$ cat config.mk
export PLATFORM = sky130hd
export DESIGN_NAME = avr_uart_tx
export DESIGN_NICKNAME = d
export VERILOG_FILES = /design/src/rtl/avr_tx_pkg.sv /design/src/rtl/avr_tx_fifo.sv /design/src/rtl/avr_uart_tx.sv
export SDC_FILE = /design/constraint.sdc
export NUM_CORES = 1
export LEC_CHECK = 0
export BUFFER_PORTS_ARGS = -buffer_cell sky130_fd_sc_hd__buf_2
export CORE_UTILIZATION = 55
export DETAILED_ROUTE_END_ITERATION = 10
export GPL_TIMING_DRIVEN = 0
export PLACE_DENSITY = 0.72
export SLEW_MARGIN = 30
export SYNTH_ARGS = -nofsm -noshare
export SYNTH_HDL_FRONTEND = slang
export SYNTH_HIERARCHICAL = 1
export SYNTH_SLANG_ARGS = --single-unit
$ cat constraint.sdc
create_clock -name clk -period 3.1 [get_ports clk]
set_input_delay 0.31 -clock clk [delete_from_list [all_inputs] [get_ports clk]]
set_output_delay 0.31 -clock clk [all_outputs]
set_load 0.02 [all_outputs]
$ cat src/rtl/avr_tx_pkg.sv
// Shared FSM encoding and frame-length constants for the AVR UART transmitter.
// Defining AVR_TX_PARITY_EN adds a PARITY state and one even-parity bit per frame.
package avr_tx_pkg;
  localparam int DATA_BITS = 8;

`ifdef AVR_TX_PARITY_EN
  localparam int PARITY_BITS = 1;
  typedef enum logic [2:0] {IDLE, START, DATA, PARITY, STOP} tx_state_t;
`else
  localparam int PARITY_BITS = 0;
  typedef enum logic [1:0] {IDLE, START, DATA, STOP} tx_state_t;
`endif

  // start + data + optional parity + stop
  localparam int FRAME_BITS = 1 + DATA_BITS + PARITY_BITS + 1;
endpackage

$ cat src/rtl/avr_tx_fifo.sv
// Transmit byte FIFO: power-of-two depth, wrapping pointers, head visible combinationally.
// A push is refused while full even if a pop happens on the same edge.
module avr_tx_fifo #(
  parameter int DEPTH = 8
) (
  input  logic                     clk,
  input  logic                     rst,
  input  logic                     push,
  input  logic [7:0]               wdata,
  input  logic                     pop,
  output logic [7:0]               rdata,
  output logic                     full,
  output logic                     empty,
  output logic [$clog2(DEPTH):0]   count
);
  localparam int PTR_W = $clog2(DEPTH);

  logic [PTR_W-1:0]        wr_ptr_reg, rd_ptr_reg;
  logic [PTR_W:0]          count_reg, count_next;
  logic [DEPTH-1:0][7:0]   entries;
  logic                    push_ok, pop_ok;

  assign full    = (count_reg == (PTR_W+1)'(DEPTH));
  assign empty   = (count_reg == '0);
  assign push_ok = push && !full;
  assign pop_ok  = pop && !empty;
  assign count   = count_reg;

  genvar gi;
  for (gi = 0; gi < DEPTH; gi++) begin : g_entry
    logic [7:0] entry_reg;
    always_ff @(posedge clk) begin
      if (push_ok && wr_ptr_reg == PTR_W'(gi))
        entry_reg <= wdata;
    end
    assign entries[gi] = entry_reg;
  end

  assign rdata = entries[rd_ptr_reg];

  always_comb begin
    count_next = count_reg;
    case ({push_ok, pop_ok})
      2'b10:   count_next = count_reg + 1'b1;
      2'b01:   count_next = count_reg - 1'b1;
      default: count_next = count_reg;
    endcase
  end

  always_ff @(posedge clk or posedge rst) begin
    if (rst) begin
      wr_ptr_reg <= '0;
      rd_ptr_reg <= '0;
      count_reg  <= '0;
    end else begin
      if (push_ok) wr_ptr_reg <= wr_ptr_reg + 1'b1;
      if (pop_ok)  rd_ptr_reg <= rd_ptr_reg + 1'b1;
      count_reg <= count_next;
    end
  end
endmodule

$ cat src/rtl/avr_uart_tx.sv
// FIFO-buffered 8N1 UART transmitter feeding an AVR Rx pin, throttled by the AVR's busy flag.
// Optional even parity bit when AVR_TX_PARITY_EN is defined.
module avr_uart_tx #(
  parameter int CLK_PER_BIT = 100,
  parameter int FIFO_DEPTH  = 8
) (
  input  logic                          clk,
  input  logic                          rst,
  input  logic [7:0]                    data,
  input  logic                          in_valid,
  output logic                          in_ready,
  input  logic                          avr_rx_busy,
  output logic                          tx,
  output logic                          busy,
  output logic [$clog2(FIFO_DEPTH):0]   fifo_count
);
  import avr_tx_pkg::*;

  localparam logic [15:0] TIMER_LOAD = 16'(CLK_PER_BIT - 1);

  tx_state_t   state_reg, state_next;
  logic [15:0] timer_reg, timer_next;
  logic [2:0]  idx_reg, idx_next;
  logic [7:0]  shift_reg, shift_next;
  logic        tx_reg, tx_next;
  logic        sync1_reg, sync2_reg;
  logic        blk;
  logic        pop;
  logic        fifo_full, fifo_empty;
  logic [7:0]  fifo_rdata;
`ifdef AVR_TX_PARITY_EN
  logic        parity_reg, parity_next;
`endif

  avr_tx_fifo #(.DEPTH(FIFO_DEPTH)) u_fifo (
    .clk   (clk),
    .rst   (rst),
    .push  (in_valid),
    .wdata (data),
    .pop   (pop),
    .rdata (fifo_rdata),
    .full  (fifo_full),
    .empty (fifo_empty),
    .count (fifo_count)
  );

  assign in_ready = !fifo_full;
  assign tx       = tx_reg;
  assign busy     = (state_reg != IDLE) || !fifo_empty;

  // Reset to "blocked" so nothing starts until the pin has been seen low twice.
  always_ff @(posedge clk or posedge rst) begin
    if (rst) begin
      sync1_reg <= 1'b1;
      sync2_reg <= 1'b1;
    end else begin
      sync1_reg <= avr_rx_busy;
      sync2_reg <= sync1_reg;
    end
  end
  assign blk = sync2_reg;

  always_comb begin
    state_next = state_reg;
    timer_next = timer_reg;
    idx_next   = idx_reg;
    shift_next = shift_reg;
    pop        = 1'b0;
`ifdef AVR_TX_PARITY_EN
    parity_next = parity_reg;
`endif
    case (state_reg)
      IDLE: begin
        if (!fifo_empty && !blk) begin
          pop        = 1'b1;
          shift_next = fifo_rdata;
          timer_next = TIMER_LOAD;
          idx_next   = '0;
          state_next = START;
`ifdef AVR_TX_PARITY_EN
          parity_next = ^fifo_rdata;
`endif
        end
      end
      START: begin
        if (timer_reg == '0) begin
          timer_next = TIMER_LOAD;
          state_next = DATA;
        end else begin
          timer_next = timer_reg - 16'd1;
        end
      end
      DATA: begin
        if (timer_reg == '0) begin
          timer_next = TIMER_LOAD;
          shift_next = {1'b0, shift_reg[7:1]};
          if (idx_reg == 3'(DATA_BITS - 1)) begin
            idx_next = '0;
`ifdef AVR_TX_PARITY_EN
            state_next = PARITY;
`else
            state_next = STOP;
`endif
          end else begin
            idx_next = idx_reg + 3'd1;
          end
        end else begin
          timer_next = timer_reg - 16'd1;
        end
      end
`ifdef AVR_TX_PARITY_EN
      PARITY: begin
        if (timer_reg == '0) begin
          timer_next = TIMER_LOAD;
          state_next = STOP;
        end else begin
          timer_next = timer_reg - 16'd1;
        end
      end
`endif
      STOP: begin
        if (timer_reg == '0) begin
          timer_next = '0;
          state_next = IDLE;
        end else begin
          timer_next = timer_reg - 16'd1;
        end
      end
      default: state_next = IDLE;
    endcase
  end

  // tx follows the state one edge later, so line timing tracks the bit timer exactly.
  always_comb begin
    tx_next = 1'b1;
    case (state_reg)
      START:   tx_next = 1'b0;
      DATA:    tx_next = shift_reg[0];
`ifdef AVR_TX_PARITY_EN
      PARITY:  tx_next = parity_reg;
`endif
      default: tx_next = 1'b1;
    endcase
  end

  always_ff @(posedge clk or posedge rst) begin
    if (rst) begin
      state_reg <= IDLE;
      timer_reg <= '0;
      idx_reg   <= '0;
      shift_reg <= '0;
      tx_reg    <= 1'b1;
`ifdef AVR_TX_PARITY_EN
      parity_reg <= 1'b0;
`endif
    end else begin
      state_reg <= state_next;
      timer_reg <= timer_next;
      idx_reg   <= idx_next;
      shift_reg <= shift_next;
      tx_reg    <= tx_next;
`ifdef AVR_TX_PARITY_EN
      parity_reg <= parity_next;
`endif
    end
  end
endmodule

# After elaboration in Yosys (flattened, before gate mapping)
# Cells that the tools add are included.
# totals
ff_bits	106
latchBits	0
mem_bits_ro	0
ram_bits	0
memories	0
# op_classes
mux	23
n_bitwise	0
multipliers	0
n_div	0
magnitude_cmp	1
shift	0
add_sub_neg	6
n_reduce_logical	25
n_eq_ne	19
# op_table
cell	count
$mux 16	3
$pmux 16 s3	1
$bmux 8 s3	1
$mux 8	3
$logic_not 16->1	1
$pmux 8 s2	1
$sub 16x1->16 const B	1
$eq 3x3->1 const B	5
$logic_and 1x1->1	11
$mux 2	5
$ne 2x2->1 const B	5
$add 3x1->3 const B	3
$mux 3	3
$pmux 2 s4	1
$pmux 4 s2	1
$eq 2x2->1 const B	3
$eq 3x2->1 const B	2
$pmux 3 s2	1
$reduce_bool 2->1	3
$reduce_and 5->1	1
$add 4x1->4 const B	1
$eq 2x1->1 const B	2
$eq 4x4->1 const B	1
$logic_not 4->1	1
other kinds (11)	14

# Longest topological paths before layout
# depth
depth_word	8
depth_mapped	10
ltp_nobuf	10

# By module
# The synthesis kept the hierarchy.
# modules_own_cells
module	cells_each	n_inst	area_each_um2	seq_area_each_um2
avr_tx_fifo	166	1	3205.6	2172.1
avr_uart_tx	193	1	1895.6	804.5

# Worst setup path before layout
# OpenSTA, ideal clock, no wires.
# synth_timing
kind	register to register
startpoint	register u_fifo.count_reg[0], in the netlist u_fifo/count[0]
endpoint	register u_fifo.count_reg[3], in the netlist u_fifo/count[3]
n_path_buf	1
arrival_ns	2.841
path_slack_ns	0.125
setup_time_ns	0.134
stages_incl_launch_ff	11
required_ns	2.966
cell_sequence	dfrtp_1 -> buf_2 -> nor4_1 -> nor3b_2 -> o41ai_2 -> inv_1 -> ha_1 -> ha_1 -> or4b_2 -> o311ai_0 -> o211ai_1
# synth_via
elab_chain_len	8
elab_cells_between_ends	15
# synth_lines
item	line	text
start: declaration	avr_tx_fifo.sv:19	logic [PTR_W:0] count_reg, count_next;
start signal: assignment	avr_tx_fifo.sv:58	count_reg <= count_next;
$logic_not 4->1 *	avr_tx_fifo.sv:24	assign empty = (count_reg == '0);
named net fifo_empty	avr_uart_tx.sv:29	logic fifo_full, fifo_empty;
$logic_not 1->1 *	avr_uart_tx.sv:74	if (!fifo_empty && !blk) begin
$logic_and 1x1->1 *	avr_uart_tx.sv:74	
$mux 1 *	avr_uart_tx.sv:74	
$mux 1 *	avr_uart_tx.sv:72	case (state_reg)
named net pop	avr_uart_tx.sv:28	logic pop;
$logic_and 1x1->1 *	avr_tx_fifo.sv:26	assign pop_ok = pop && !empty;
named net u_fifo.pop_ok	avr_tx_fifo.sv:21	logic push_ok, pop_ok;
$eq 2x1->1 or $eq 2x2->1 (tied branches)	avr_tx_fifo.sv:43	case ({push_ok, pop_ok})
$pmux 4 s2 or $reduce_bool 2->1 (tied branches)	--	
# The timed path passes the listed nets; every way through them passes the cells marked *.
# A chain may end at the register's enable or synchronous reset.

# Worst setup path after layout
# layout_timing
startpoint	register state_reg[0]
endpoint	register u_fifo.count_reg[3], in the netlist u_fifo/count[3]
# layout_via
elab_chain_len	5
elab_cells_between_ends	7
# layout_lines
item	line	text
start: declaration	avr_uart_tx.sv:21	tx_state_t state_reg, state_next;
start signal: assignment	avr_uart_tx.sv:157	state_reg <= state_next;
$logic_not 2->1 *	avr_uart_tx.sv:72	
$mux 1 *	avr_uart_tx.sv:72	
named net pop	avr_uart_tx.sv:28	
$logic_and 1x1->1 *	avr_tx_fifo.sv:26	
named net u_fifo.pop_ok	avr_tx_fifo.sv:21	
$eq 2x1->1 or $eq 2x2->1 (tied branches)	avr_tx_fifo.sv:43	
$pmux 4 s2 or $reduce_bool 2->1 (tied branches)	--	
# Marked as above.

==> impl_metrics.env <==
export IMPL_status="complete, no violations"
export IMPL_ys_async_sr_fraction_pct=39.62
export IMPL_setup_viol=0
export IMPL_track_usage_pct=20.48
export IMPL_final_common_cell="edfxtp_1"
export IMPL_drt_total_wl_um=9037
export IMPL_required_ns=3.36
export IMPL_wl_per_cell_um=17.97
export IMPL_finalSetupTns_ns=0
export IMPL_largest_reg_flops=64
export IMPL_vias=3047
export IMPL_fp_row_count=34
export IMPL_root_buffer="clkbuf_8"
export IMPL_synth_area_top_cells="edfxtp_1 (38%), dfrtp_1 (19%), mux4_1 (8.2%)"
export IMPL_highest_layer="met4"
export IMPL_hold_end="sync1_reg"
export IMPL_mostFrequentLayoutCells="edfxtp_1 (64), dfrtp_1 (39), buf_2 (23)"
export IMPL_hold_path_class="in -> reg"
export IMPL_grt_max_degree=33
export IMPL_dp_hpwl_um=6004
export IMPL_ios=19
export IMPL_rrSetupSlack_ns=0.23
export IMPL_fillers=655
export IMPL_final_layout_size_suffix_gt1_share_pct=19.49
export IMPL_gp_congestion=0.8745
export IMPL_dieArea_mm2=0.009664
export IMPL_min_delay_start="avr_rx_busy"
export IMPL_grt_overflow_total=0
export IMPL_die_y_um=98.31
export IMPL_whs_ns=0.02291
export IMPL_yosys_register_bits=106
export IMPL_viasPerCell=6.058
export IMPL_wl_met2_um=4434
export IMPL_worstSkewPairLatency_ns=0.37
export IMPL_crit_type="reg -> reg"
export IMPL_clock_fmax_mhz=348.6
export IMPL_avgSynthCellArea_um2=14.21
export IMPL_grt_antenna_before_repair=0
export IMPL_min_period_over_period_pct=92.53
export IMPL_grt_pass1_wl_um=15110
export IMPL_tightest_slew_ns=0.6668
export IMPL_wl_met1_um=4173
export IMPL_synth_net_count=391
export IMPL_ys_warnings_count=6
export IMPL_syn_inst=359
export IMPL_grt_pass1_vias=2887
export IMPL_io_buffers=18
export IMPL_clkTransAtPathRegs_ns=0.11
export IMPL_cap_violations=0
export IMPL_initial_core_util_pct=57.65
export IMPL_cts_buffer_depth=2
export IMPL_worstSetupStartpointType="flop"
export IMPL_h_tree_depth=3
export IMPL_synth_top_area_share_pct=37.67
export IMPL_r2r_cells=10
export IMPL_irDropWorstVdd_uv=437.5
export IMPL_r2r_end="u_fifo/count[3]"
export IMPL_ys_types=63
export IMPL_dpl_cell_area_mm2=0.005326
export IMPL_dr_pass1_iters=4
export IMPL_drv_slew=0
export IMPL_whs_path_depth=1
export IMPL_die_x_um=98.31
export IMPL_fin_worst_skew_ns=0.01717
export IMPL_final_antenna_net_count=0
export IMPL_p_leak_uw=0.002183
export IMPL_cts_buffers=9
export IMPL_nets=422
export IMPL_finalHoldViolations=0
export IMPL_design_area_mm2=0.005588
export IMPL_syn_cell_area_mm2=0.005101
export IMPL_yosysTopAreaCell="edfxtp_1"
export IMPL_setup_worst_path_end_class="flop"
export IMPL_drtIter0Drc=123
export IMPL_min_period_ns=2.868
export IMPL_area_delta_synth_final_pct=9.541
export IMPL_regArea_mm2=0.002977
export IMPL_ys_seq_area_share_pct=58.35
export IMPL_drc=0
export IMPL_power_density_mw_per_mm2=996.1
export IMPL_antenna_cells=0
export IMPL_synth_edf_count=64
export IMPL_slew_limit_headroom_pct=55.48
export IMPL_cts_tree="done"
export IMPL_r2r_start="state_reg[0]"
export IMPL_clock_sinks=106
export IMPL_core_mm2=0.008848
export IMPL_ys_flop_type="edfxtp_1"
export IMPL_cp_max_fo=9
export IMPL_cp_data_arrival_time_ns=3.12
export IMPL_wl_met3_um=321
export IMPL_multi_input_area_mm2=0.001992
-- worst max path at each step --
stage,from,to,cells past startpoint
final,state_reg[0],u_fifo/count[3],10
after floorplan,u_fifo/count[0],u_fifo/count[3],10
after CTS,state_reg[0],u_fifo/count[3],10
after detailed placement,state_reg[0],u_fifo/count[3],10
after global routing,state_reg[0],u_fifo/count[3],10
after global placement,state_reg[0],u_fifo/count[3],10
-- per-layer routing --
metal	up-vias	track usage (%)
met5	-	0
met4	0	5.855
met3	11	4.009
met2	62	32.94
met1	1529	28.68
li1	1445	-
-- cell type report --
cell class	instances	share of cell area (%)
flip-flops and latches	106	53.27
multi-input cells	217	35.65
well taps	108	2.418
clock buffers	9	2.217
repair buffers	20	1.926
plain buffers	16	1.679
clock inverters	7	1.500
inverters	20	1.343
-- cells in the mapped netlist (2+ instances only) --
cell	n
dfstp_2	3
o2bb2ai_1	6
a21oi_1	11
mux2i_1	5
ha_1	19
a31oi_1	15
nor3b_1	4
buf_2	5
nor4_1	4
and3_1	8
nand4_1	4
nand3_1	10
a211oi_2	2
clkbuf_1	6
nor2_1	14
a21o_1	2
a211oi_1	2
edfxtp_1	64
or3_1	2
nor4_4	3
nand2_1	19
buf_1	2
inv_1	20
nand2b_1	3
xnor2_1	5
a22oi_1	2
o211ai_1	3
nor2b_1	6
mux2_2	10
mux4_1	16
and2_1	3
dfrtp_1	39
o21ai_0	7
nor3_1	6
-- worst max-delay path, cell delays in order, from the launching register on --
cell and delay (ns):
dfrtp_1 0.43, inv_1 0.17, ha_4 0.22, nor3b_4 0.25, o41ai_2 0.14, inv_1 0.12
ha_2 0.27, ha_1 0.30, or4b_2 0.61, o311ai_0 0.12, o211ai_1 0.13
-- power by group --
group	leakage [µW]	internal (µW)	switching, µW
Combinational	0.000973	1120	1410
Sequential	0.00110	1880	289
Clock	0.000106	331	541
Total	0.00218	3330	2240
-- cells by family (layout without fill, tap and decap cells) --
logic type	after synthesis	in the layout	share of synthesized area (%)
adders and majority gates	20	20	5.053
and+or+nand+nor	97	97	11.70
AOI/OAI and AO/OA	62	62	8.903
buffers and inverters	36	72	3.311
muxes	32	32	11.65
DFF	106	106	58.35
xor gates and xnor gates	6	6	1.030
-- what timing repair did --
| action | in CTS | in global routing |
|---|---|---|
| setup endpoints to repair | 1 | 1 |
| gates resized for setup | 4 | 2 |
| hold endpoints to repair | 10 | 0 |
| hold buffers | 1 | 0 |
| setup buffers | 0 | 1 |
-- stage by stage --
| step | worst slack, ns | power (µW) | cells | utilization, % |
|---|---|---|---|---|
| floorplan | 0.1253 | 4064 | 359 | - |
| global placement | -0.1157 | 4580 | 485 | 60.20 |
| detailed placement | -0.1380 | 4647 | 485 | 60.20 |
| CTS | 0.06471 | 5550 | 502 | 62.85 |
| global route | -0.006118 | 5941 | 503 | 63.15 |
| finish | 0.2316 | 5566 | 503 | 63.15 |
Power figures use the tool's default switching activity.
